## src/rtl/uart_cmd_ctrl.sv

```systemverilog
// UART command sequencer: parses SYNC/CMD/ADDR/DATA/CHK frames into register writes/reads
// and queues a one-byte ACK/NAK/read-data response. Define UART_CMD_TIMEOUT_EN for the inter-byte timeout.
module uart_cmd_ctrl #(
    parameter logic [7:0] SYNC_BYTE    = 8'hA5,
    parameter int         TIMEOUT_CLKS = 12000,
    parameter logic [7:0] CMD_WR       = 8'h57,
    parameter logic [7:0] CMD_RD       = 8'h52
) (
    input  logic       clk,
    input  logic       rst_n,
    input  logic [7:0] rx_data,
    input  logic       rx_valid,
    output logic       wr_en,
    output logic [7:0] wr_addr,
    output logic [7:0] wr_data,
    output logic       rd_en,
    output logic [7:0] rd_addr,
    input  logic [7:0] rd_data,
    output logic [7:0] tx_data,
    output logic       tx_valid,
    input  logic       tx_ready,
    output logic       busy,
    output logic [7:0] err_count,
    output logic       overrun
);

    localparam logic [7:0] RESP_ACK = 8'h06;
    localparam logic [7:0] RESP_NAK = 8'h15;

    typedef enum logic [2:0] {HUNT, CMD, ADDR, DATA, CHK, EXEC, RDWAIT, RESP} state_t;

    state_t     state;
    logic [7:0] cmd, addr, data, chk, resp;

`ifdef UART_CMD_TIMEOUT_EN
    localparam int TW = $clog2(TIMEOUT_CLKS + 1);
    logic [TW-1:0] tmo_cnt;
`endif

    assign busy    = (state != HUNT);
    assign tx_data = resp;

    always_ff @(posedge clk or negedge rst_n) begin
        if (!rst_n) begin
            state     <= HUNT;
            cmd       <= '0;
            addr      <= '0;
            data      <= '0;
            chk       <= '0;
            resp      <= '0;
            wr_en     <= 1'b0;
            wr_addr   <= '0;
            wr_data   <= '0;
            rd_en     <= 1'b0;
            rd_addr   <= '0;
            tx_valid  <= 1'b0;
            err_count <= '0;
            overrun   <= 1'b0;
`ifdef UART_CMD_TIMEOUT_EN
            tmo_cnt   <= '0;
`endif
        end else begin
            wr_en <= 1'b0;
            rd_en <= 1'b0;
            // Bytes arriving while the bus/response side is busy are lost.
            if (rx_valid && (state == EXEC || state == RDWAIT || state == RESP))
                overrun <= 1'b1;
            case (state)
                HUNT: if (rx_valid && rx_data == SYNC_BYTE) begin
                    chk   <= '0;
                    state <= CMD;
                end
                CMD: if (rx_valid) begin
                    cmd   <= rx_data;
                    chk   <= rx_data;
                    state <= ADDR;
                end
                ADDR: if (rx_valid) begin
                    addr  <= rx_data;
                    chk   <= chk ^ rx_data;
                    state <= DATA;
                end
                DATA: if (rx_valid) begin
                    data  <= rx_data;
                    chk   <= chk ^ rx_data;
                    state <= CHK;
                end
                CHK: if (rx_valid) begin
                    if (rx_data == chk && (cmd == CMD_WR || cmd == CMD_RD)) begin
                        // Strobes are launched here so they are high during EXEC.
                        if (cmd == CMD_WR) begin
                            wr_en   <= 1'b1;
                            wr_addr <= addr;
                            wr_data <= data;
                        end else begin
                            rd_en   <= 1'b1;
                            rd_addr <= addr;
                        end
                        state <= EXEC;
                    end else begin
                        resp      <= RESP_NAK;
                        tx_valid  <= 1'b1;
                        err_count <= (err_count == 8'hFF) ? err_count : err_count + 8'd1;
                        state     <= RESP;
                    end
                end
                EXEC: begin
                    if (cmd == CMD_WR) begin
                        resp     <= RESP_ACK;
                        tx_valid <= 1'b1;
                        state    <= RESP;
                    end else begin
                        state <= RDWAIT;
                    end
                end
                RDWAIT: begin
                    resp     <= rd_data;
                    tx_valid <= 1'b1;
                    state    <= RESP;
                end
                RESP: if (tx_ready) begin
                    tx_valid <= 1'b0;
                    state    <= HUNT;
                end
                default: state <= HUNT;
            endcase
`ifdef UART_CMD_TIMEOUT_EN
            // A byte in the expiry cycle wins; the case above has already consumed it.
            if (rx_valid || !(state == CMD || state == ADDR || state == DATA || state == CHK)) begin
                tmo_cnt <= '0;
            end else if (tmo_cnt == TW'(TIMEOUT_CLKS - 1)) begin
                tmo_cnt   <= '0;
                err_count <= (err_count == 8'hFF) ? err_count : err_count + 8'd1;
                state     <= HUNT;
            end else begin
                tmo_cnt <= tmo_cnt + 1'b1;
            end
`endif
        end
    end

endmodule

```

## config.mk

```make
export PLATFORM = sky130hd
export DESIGN_NAME = uart_cmd_ctrl
export DESIGN_NICKNAME = d
export VERILOG_FILES = /design/src/rtl/uart_cmd_ctrl.sv
export SDC_FILE = /design/constraint.sdc
export NUM_CORES = 1
export LEC_CHECK = 0
export BUFFER_PORTS_ARGS = -buffer_cell sky130_fd_sc_hd__buf_2
export CAP_MARGIN = 20
export CORE_UTILIZATION = 59
export DETAILED_ROUTE_END_ITERATION = 16
export GPL_TIMING_DRIVEN = 0
export PLACE_DENSITY = 0.87
export SKIP_LAST_GASP = 1
export SLEW_MARGIN = 20
export SYNTH_ARGS = -nofsm -noshare
export SYNTH_HDL_FRONTEND = slang
export SYNTH_SLANG_ARGS = --single-unit
```

## constraint.sdc

```tcl
create_clock -name clk -period 4.6 [get_ports clk]
set_input_delay 0.23 -clock clk [delete_from_list [all_inputs] [get_ports clk]]
set_output_delay 0.23 -clock clk [all_outputs]
set_load 0.01 [all_outputs]
```

Yosys cells after proc, flatten, opt, wreduce, memory -nomap -nowiden
Cells that the tools add are included.

word-level totals
  ROM bits = 0
  RAM bits = 0
  memories kept = 0
  input port bits = 20
  output and inout bits = 45
  register bits after elaboration = 79
  latch bits = 0
  logic and storage cells = 92

cells by class
  shift operators = 0
  equal/unequal tests = 21
  muxes and demuxes = 30
  bitwise operators = 4
  $mul = 0
  divide/modulo/power cells = 0
  add/subtract/negate cells = 1
  order comparisons = 0
  reductions and logical operators = 22

operator list
  operator                                                         count
  8-bit 2-to-1 mux                                                 6
  8-bit case mux with 3 select lines                               2
  3-bit case mux with 8 select lines                               1
  4-bit AND reduction                                              5
  3-bit 2-to-1 mux                                                 6
  8-bit by 7-bit == test with 1-bit output, second input constant  2
  8-bit == test, second input constant                             2
  2-bit != test, second input constant                             7
  1-bit 2-to-1 mux                                                 13
  3-bit == test, second input constant                             4
  3-bit nonzero test                                               3
  8-bit by 1-bit adder with 8-bit output, second input constant    1
  8-bit == test                                                    1
  8-bit XOR                                                        1
  3-bit by 2-bit == test with 1-bit output, second input constant  2
  2-bit AND reduction                                              3
  6-bit AND reduction                                              1
  5-bit AND reduction                                              1
  2-bit by 1-bit != test with 1-bit output, second input constant  2
  1-bit case mux with 4 select lines                               1
  4-bit nonzero test                                               1
  3-bit by 1-bit == test with 1-bit output, second input constant  1
  1-bit logical AND                                                3
  3-bit zero test                                                  1
  4 further kinds                                                  8

Longest topological paths before layout
Gate-level depths: netlist (run 1).

  depth in word-level cells = 6
  gate-level depth with buffers = 7
  depth with buffers taken out = 5

Worst setup path before layout (run 1)
OpenSTA, ideal clock, no wires.

  path kind = reg2reg
  start = register chk[3]
  end = register rd_addr[0]
  setup slack = 2750 ps
  stages on the path, launching flop included = 7
  arrival = 1724 ps
  clock period less this slack = 1850 ps
  path buffers = 1
  data required time = 4475 ps
  library setup time = 125 ps
  cells stage by stage = dfrtp_1 > xor2_1 > nor4_2 > and3_4 > and3b_1 > buf_6 > mux2_4

between the ends
  word-level cells in the longest chain between the ends = 3

ends and longest elaborated chain
  item                                  RTL line  RTL
  from (decl)                           33        logic [7:0] cmd, addr, data, chk, resp;
  from (signal assigned)                75        chk <= rx_data;
  from (signal assigned)                80        chk <= chk ^ rx_data;
  from (signal assigned)                85        chk <= chk ^ rx_data;
  8-bit == test                         89        if (rx_data == chk && (cmd == CMD_WR || cmd == CMD_RD)) begin
  1-bit logical AND                     89
  4-bit AND reduction (no source line)  -
  to (signal assigned)                  97        rd_addr <= addr;
  to (decl)                             17        output logic [7:0] rd_addr,

No other way between the ends.
A chain may end at the register's enable or synchronous reset.

Final worst setup path (run 1)
  start = register state[2]
  end = register cmd[6]

between the ends
  word-level cells in the longest chain between the ends = 2

ends and longest elaborated chain
  item                                      RTL line  RTL
  from (decl)                               32        state_t state;
  from (signal assigned)                    45        state <= HUNT;
  from (signal assigned)                    71        state <= CMD;
  from (signal assigned)                    76        state <= ADDR;
  3-bit by 1-bit == test with 1-bit output  68        case (state)
  2-bit AND reduction (no source line)      -
  to (signal assigned)                      74        cmd <= rx_data;
  to (decl)                                 33

No other way between the ends.

==> summary.txt, run 1 <==
Final Max Tran Viols: 0
Synthesized area per cell: 12.7 um2
Post-Syn Nets: 298
Worst flop-to-flop path startpoint: state[2]
CP peak stage delay: 0.54 ns
Diodes inserted: 0
Async SR Flop Fraction: 1.00
Row cnt: 27
Vias: 2448
Port Buffers: 64
Die W: 79.1 um
Final WS setup: 2.46 ns
CP Data Arrival Time: 2.37 ns
Area Overhead vs Synth: 18.2%
Final nets: 375
RSZ-0062 raised after global routing: no
Most frequent cells after synthesis: 79 x dfrtp_1, 33 x mux2_2, 26 x nor2_1, 24 x o21ai_0, 18 x nand2_1
Hold Crit Class: in2reg
CP startpoint: state[2]
ANT nets after route: 0
Initial antenna violation count: 0
Root buffer cell: clkbuf_8
# Post-CTS Setup Buffers: 0
Largest net degree at the start of global routing: 59
CTS tree: yes
H-tree Lvls: 3
Max Clk Rate: 467 MHz
Starting DRT DRC Count: 113
Slowest cell on crit path: nor2_1
WL per Instance: 16.2 um
Die ar.: 0.00626 mm2
CP Capture Type: register
Cell taking the most area after synthesis: dfrtp_1
Largest vdd supply drop: 0.000422 V
Share of cells above drive strength 1: 0.387
Grt total ovfl: 0
Critical path class: reg2reg
Final period util: 0.465
Cts bufs inserted: 9
Detailed Route WL: 6.98 mm
Yosys reg bits: 79
Detailed-route DRC error count: 0
Synth area leaders: dfrtp_1 56%, mux2_2 11%, mux2_4 7.3%
Vias in the first global route: 2415
Min Clock Period, post-route: 2.14 ns
Clock Skews: 0.00553 ns
Via density: 5.68
Slew HR: 0.497
Final Hold Viols: 0
Hold path startpoint: rd_data[2]
Synth Instances: 277
WP data required: 4.83 ns
Post-synth EDFFs: 0
Crit-path max FO: 10
IO Pins: 65
Core box area: 0.00561 mm2
Most used DFF post-synth: dfrtp_1
Status: finished, final reports clean
Post-Syn Area: 0.00351 mm2
Max clock buf depth: 2
DP HPWL: 4.92 mm
Die Y-Extent: 79.1 um
Maxcap violations: 0
Worst-path clk slew: 0.07 ns
First-pass GRT wire length: 11.6 mm
Yosys top cell area share: 0.563
Total power: 2.21 mW
Critical Path, Cell by Cell: buf_4 -> clkinv_1 -> nand2_1 -> nor2_1 -> buf_2 -> mux2_2
Type of element launching the critical path: register
Detailed Routing Iterations Pass 1: 4
Gpl congestion: 0.823
Setup violators final: 0
Pwr dens: 533 mW/mm2
Setup WS pre-CTS: 2.53 ns
Count leader, synth: dfrtp_1
Yosys Warn Count: 0
Yosys cell types: 43
Worst Tran Pin Value: 0.752 ns
Gr usage total: 0.248
Initial Util: 0.626
Worst-Skew Late Latency: 0.34 ns
Sequential fraction of the synthesis area: 0.563
Total negative slack: 0 ns
Leakage: 2.13 nW
Clock sink total: 79
worst max-delay path: cells and delay by family, from the launching register on:
family	cells	cell delay [ns]
buffers and inverters	3	0.65
AND/OR/NAND/NOR	2	0.63
flip-flops	1	0.38
multiplexers	1	0.35
cell families after synthesis:
| kind of cell | after synthesis | synth area share |
|---|---|---|
| AOI/OAI and AO/OA | 42 | 0.0763 |
| adders and majority gates | 1 | 0.00356 |
| xor gates and xnor gates | 15 | 0.0374 |
| buffers and inverters | 10 | 0.0185 |
| muxes | 50 | 0.179 |
| and+or+nand+nor | 80 | 0.123 |
| DFF | 79 | 0.563 |
timing repair:
item,in CTS,in global routing
gates resized for setup,0,0
setup endpoints to repair,0,0
endpoints found under the hold margin,21,0
hold buffers,1,0
layer usage:
| metal | GRT usage | routed length, um |
|---|---|---|
| met1 | 0.331 | 3070 |
| met2 | 0.404 | 3570 |
| met3 | 0.0529 | 229 |
| met4 | 0.0818 | 107 |
| met5 | 0 | 0 |
area by class of cell:
cell class                      count  area [um2]
Buffer                              7        53.8
Clock buffer                       12         145
Clock inverter                      4        45.0
Fill cell                         381        1460
Inverter                            3        11.3
Multi-Input combinational cell    188        1470
Sequential cell                    79        1980
Tap cell                           72        90.1
Timing Repair Buffer               66         360
layout by cell type (no fill, tap or decap), types with 4 or more instances in the layout:
| master | n |
|---|---|
| nand3_1 | 9 |
| dfrtp_1 | 79 |
| clkbuf_8 | 10 |
| clkbuf_1 | 4 |
| mux2_4 | 17 |
| o21ai_0 | 24 |
| mux2_2 | 33 |
| a22o_1 | 4 |
| nand2_1 | 18 |
| buf_2 | 64 |
| xor2_1 | 15 |
| nor2_1 | 26 |
registers in the layout (all words and copies together) (netlist names), 3 cells and up:
register   cells
rd_addr        8
tx_data        8
addr           8
wr_data        8
cmd            8
chk            8
err_count      8
data           8
wr_addr        8
state          3
path summary, 6_finish.rpt:
kind / cells after the start / slack [ns] / end
min: 2 / 0.1 / tx_data[2]
max reg2reg: 6 / 2.46 / cmd[6]
min reg2reg: 1 / 0.46 / overrun
max in group asynchronous: 3 / 3.71 / wr_addr[1]
max: 6 / 2.46 / cmd[6]
min in group asynchronous: 2 / 0.33 / wr_data[1]
per-stage QoR:
step	cell area (um2)	hold slack [ns]	cells	util
after floorplan	3510	-0.0656	277	-
after global placement	3920	0.436	413	0.699
after detailed placement	3950	0.140	414	0.705
after CTS	4150	0.0871	431	0.740
after global routing	4150	0.0987	431	0.740
final	4150	0.0979	431	0.740
power by group:
group | switching, mW | total (mW) | internal [mW]
Sequential | 0.148 | 1.05 | 0.898
Combinational | 0.351 | 0.669 | 0.318
Clock | 0.234 | 0.498 | 0.263
Total | 0.734 | 2.21 | 1.48
(Power assumes the default switching activity.)
==> run 2: changes to the inputs <==
--- a/config.mk
+++ b/config.mk
@@ -5,12 +5,13 @@
 export SDC_FILE = /design/constraint.sdc
 export NUM_CORES = 1
 export LEC_CHECK = 0
+export ABC_AREA = 1
 export BUFFER_PORTS_ARGS = -buffer_cell sky130_fd_sc_hd__buf_2
 export CAP_MARGIN = 20
-export CORE_UTILIZATION = 59
+export CORE_UTILIZATION = 55
 export DETAILED_ROUTE_END_ITERATION = 16
 export GPL_TIMING_DRIVEN = 0
-export PLACE_DENSITY = 0.87
+export PLACE_DENSITY = 0.82
 export SKIP_LAST_GASP = 1
 export SLEW_MARGIN = 20
 export SYNTH_ARGS = -nofsm -noshare
==> constraint.sdc (replaced) <==
create_clock -name clk -period 2.1 [get_ports clk]
set_input_delay 0.105 -clock clk [delete_from_list [all_inputs] [get_ports clk]]
set_output_delay 0.105 -clock clk [all_outputs]
set_load 0.01 [all_outputs]
==> summary.txt, run 2 <==
Largest net degree at the start of global routing: 43 (was 59)
Cell taking the most area after synthesis: dfrtp_1 (unchanged)
Clock sink total: 79 (unchanged)
Synth area leaders: dfrtp_1 55%, nand2_1 21%, o21ai_0 3.5% (was dfrtp_1 56%, mux2_2 11%, mux2_4 7.3%)
Hold Crit Class: in2reg (unchanged)
Setup violators final: 0 (unchanged)
Main combinational cell family by area after synthesis: simple AND/OR/NAND/NOR gates (was multiplexers)
Worst Hold Path Cells: 3 (was 2)
Share of cells above drive strength 1: 0.218 (was 0.387)
Critical path class: reg2reg (unchanged)
Vias in the first global route: 2852 (was 2415)
Yosys reg bits: 79 (unchanged)
Hold path startpoint: rx_data[6] (was rd_data[2])
Count leader, synth: nand2_1 (was dfrtp_1)
Clock Skews: 0.00966 ns (was 0.00553 ns)
Gpl congestion: 0.888 (was 0.823)
Most used DFF post-synth: dfrtp_1 (unchanged)
CTS tree: yes (unchanged)
ANT nets after route: 0 (unchanged)
Slowest cell on crit path: dfrtp_1 (was nor2_1)
Cts bufs inserted: 9 (unchanged)
Slew HR: 0.638 (was 0.497)
Area Overhead vs Synth: 19.4% (was 18.2%)
Root buffer cell: clkbuf_8 (unchanged)
Most frequent cells after synthesis: 203 x nand2_1, 79 x dfrtp_1, 25 x o21ai_0, 21 x inv_1, 17 x nor2_1 (was 79 x dfrtp_1, 33 x mux2_2, 26 x nor2_1, 24 x o21ai_0, 18 x nand2_1)
Post-CTS Hold Buffers: 5 (was 1)
Diodes inserted: 0 (unchanged)
H-tree Lvls: 3 (unchanged)
R2r worst-path depth: 8 (was 6)
Yosys cell types: 31 (was 43)
WP data required: 2.39 ns (was 4.83 ns)
CP Data Arrival Time: 2.02 ns (was 2.37 ns)
Total negative slack: 0 ns (unchanged)
Compound-gate portion of the synthesized area: 0.0715 (was 0.0763)
Post-synth EDFFs: 0 (unchanged)
Hold Slack: 0.0784 ns (was 0.0979 ns)
IO Pins: 65 (unchanged)
Min-Delay Endpoint: data[6] (was tx_data[2])
Die W: 82.8 um (was 79.1 um)
Fillers: 531 (was 381)
R2R Path End: tx_data[0] (was cmd[6])
Pwr dens: 1140 mW/mm2 (was 533 mW/mm2)
Post-Syn Area: 0.00359 mm2 (was 0.00351 mm2)
Synthesized area per cell: 8.23 um2 (was 12.7 um2)
Detailed Route WL: 7.76 mm (was 6.98 mm)
Row cnt: 29 (was 27)
Final period util: 0.823 (was 0.465)
Yosys top cell area share: 0.551 (was 0.563)
Post-cts resize count: 0 (unchanged)
Mux share of post-synthesis cell area: 0 (was 0.179)
Starting DRT DRC Count: 240 (was 113)
WL per Instance: 13.0 um (was 16.2 um)
CP peak stage delay: 0.39 ns (was 0.54 ns)
Final nets: 538 (was 375)
Worst Tran Pin Value: 0.543 ns (was 0.752 ns)
Synth Instances: 436 (was 277)
Status: finished, final reports clean (unchanged)
Critical Path, Cell by Cell: nor2_1 -> nand3_1 -> nor2_1 -> buf_2 -> nand4_2 -> nand2_2 -> nand2_1 -> nand2_1 (was buf_4 -> clkinv_1 -> nand2_1 -> nor2_1 -> buf_2 -> mux2_2)
Grt total ovfl: 0 (unchanged)
CP Capture Type: register (unchanged)
Final Hold Viols: 0 (unchanged)
RSZ-0062 raised after global routing: no (unchanged)
Detailed-route DRC error count: 0 (unchanged)
Adder-Cell Fraction of Synth Area: 0.00349 (was 0.00356)
Initial Util: 0.569 (was 0.626)
Maxcap violations: 0 (unchanged)
Type of element launching the critical path: register (unchanged)
Die Y-Extent: 82.8 um (was 79.1 um)
Worst-Skew Late Latency: 0.36 ns (was 0.34 ns)
Max Clk Rate: 578 MHz (was 467 MHz)
Sequential fraction of the synthesis area: 0.551 (was 0.563)
Vias: 3094 (was 2448)
DP HPWL: 5.68 mm (was 4.92 mm)
Leakage: 2.38 nW (was 2.13 nW)
Core box area: 0.00631 mm2 (was 0.00561 mm2)
Synth Area in XOR/XNOR: 0.0195 (was 0.0374)
Multi-input gate area: 0.00141 mm2 (was 0.00147 mm2)
Crit-path max FO: 10 (unchanged)
Initial antenna violation count: 0 (unchanged)
Register area: 0.00198 mm2 (unchanged)
Worst flop-to-flop path startpoint: cmd[5] (was state[2])
FF-to-FF setup slack: 0.37 ns (was 2.46 ns)
Port Buffers: 64 (unchanged)
Final Max Tran Viols: 0 (unchanged)
Max clock buf depth: 2 (unchanged)
First-pass GRT wire length: 12.5 mm (was 11.6 mm)
Min Clock Period, post-route: 1.73 ns (was 2.14 ns)
Commonest non-fill, non-tap cell in the layout: nand2_1 (was dfrtp_1)
Async SR Flop Fraction: 1.00 (unchanged)
Worst-path clk slew: 0.08 ns (was 0.07 ns)
Yosys Warn Count: 0 (unchanged)
Post-Syn Nets: 457 (was 298)
Detailed Routing Iterations Pass 1: 4 (unchanged)
Largest vdd supply drop: 0.000644 V (was 0.000422 V)
Fraction of the mapped netlist area in simple logic gates: 0.299 (was 0.123)
Via density: 5.17 (was 5.68)
Most frequent cells in the layout: 203 x nand2_1, 79 x dfrtp_1, 66 x buf_2, 25 x o21ai_0, 21 x inv_1 (was 79 x dfrtp_1, 64 x buf_2, 33 x mux2_2, 26 x nor2_1, 24 x o21ai_0)
Die ar.: 0.00685 mm2 (was 0.00626 mm2)
Gr usage total: 0.246 (was 0.248)
# Post-CTS Setup Buffers: 0 (unchanged)
## run 2: layout make-up
class	instances	area share
sequential	79	0.461
multi-input combinational	313	0.330
timing repair buffer	70	0.0917
clock buffer	10	0.0321
inverter	34	0.0309
tap	77	0.0225
clock inverter	6	0.0161
buffer	10	0.0158
## run 2: power by group
group / internal, mW / leakage, nW / switching [mW]
Clock: 0.587 / 0.103 / 0.569
Combinational: 0.543 / 1.24 / 0.972
Sequential: 1.92 / 1.03 / 0.274
Total: 3.05 / 2.38 / 1.81
## run 2: per-stage QoR
stage / instance area [um2] / power, mW / setup slack (ns) / utilization / std cells
after floorplan: 3590 / 3.25 / 0.630 / - / 436
after global placement: 4010 / 3.64 / 0.384 / 0.635 / 577
after global routing: 4290 / 5.24 / 0.267 / 0.679 / 599
final: 4290 / 4.87 / 0.371 / 0.679 / 599
after detailed placement: 4030 / 3.72 / 0.416 / 0.638 / 578
after CTS: 4290 / 4.88 / 0.398 / 0.679 / 599
## run 2: how the worst max path moves through the flow
| stage | from | endpoint | slack [ns] | cells past startpoint |
|---|---|---|---|---|
| floorplan | chk[6] | wr_addr[0] | 0.63 | 9 |
| global placement | rst_n | err_count[3] | 0.38 | 1 |
| detailed placement | cmd[5] | tx_data[0] | 0.42 | 8 |
| CTS | cmd[5] | tx_data[0] | 0.40 | 8 |
| global route | cmd[5] | tx_data[7] | 0.27 | 8 |
| finish | cmd[5] | tx_data[0] | 0.37 | 8 |
## run 2: worst max-delay path, delay by kind of cell, from the launching register on
family / cells / cell delay (ns)
AND/OR/NAND/NOR: 7 / 1.01
flip-flops: 1 / 0.39
buffers and inverters: 1 / 0.25
## run 2: kinds of logic (layout without fill, tap and decap cells)
| kind of cell | after synthesis | count (layout) |
|---|---|---|
| simple gates | 256 | 256 |
| flops | 79 | 79 |
| compound gates | 48 | 48 |
| buf+inv | 44 | 130 |
| xor+xnor | 8 | 8 |
| fa+ha+maj | 1 | 1 |
## run 2: per-layer routing
metal / up-vias / share of wire / wire length [um] / global-route usage
li1: 1548 / - / - / -
met3: 15 / 0.046 / 355 / 0.0448
met4: 0 / 0.023 / 177 / 0.119
met5: - / 0 / 0 / 0
met1: 1458 / 0.45 / 3470 / 0.312
met2: 73 / 0.48 / 3750 / 0.406
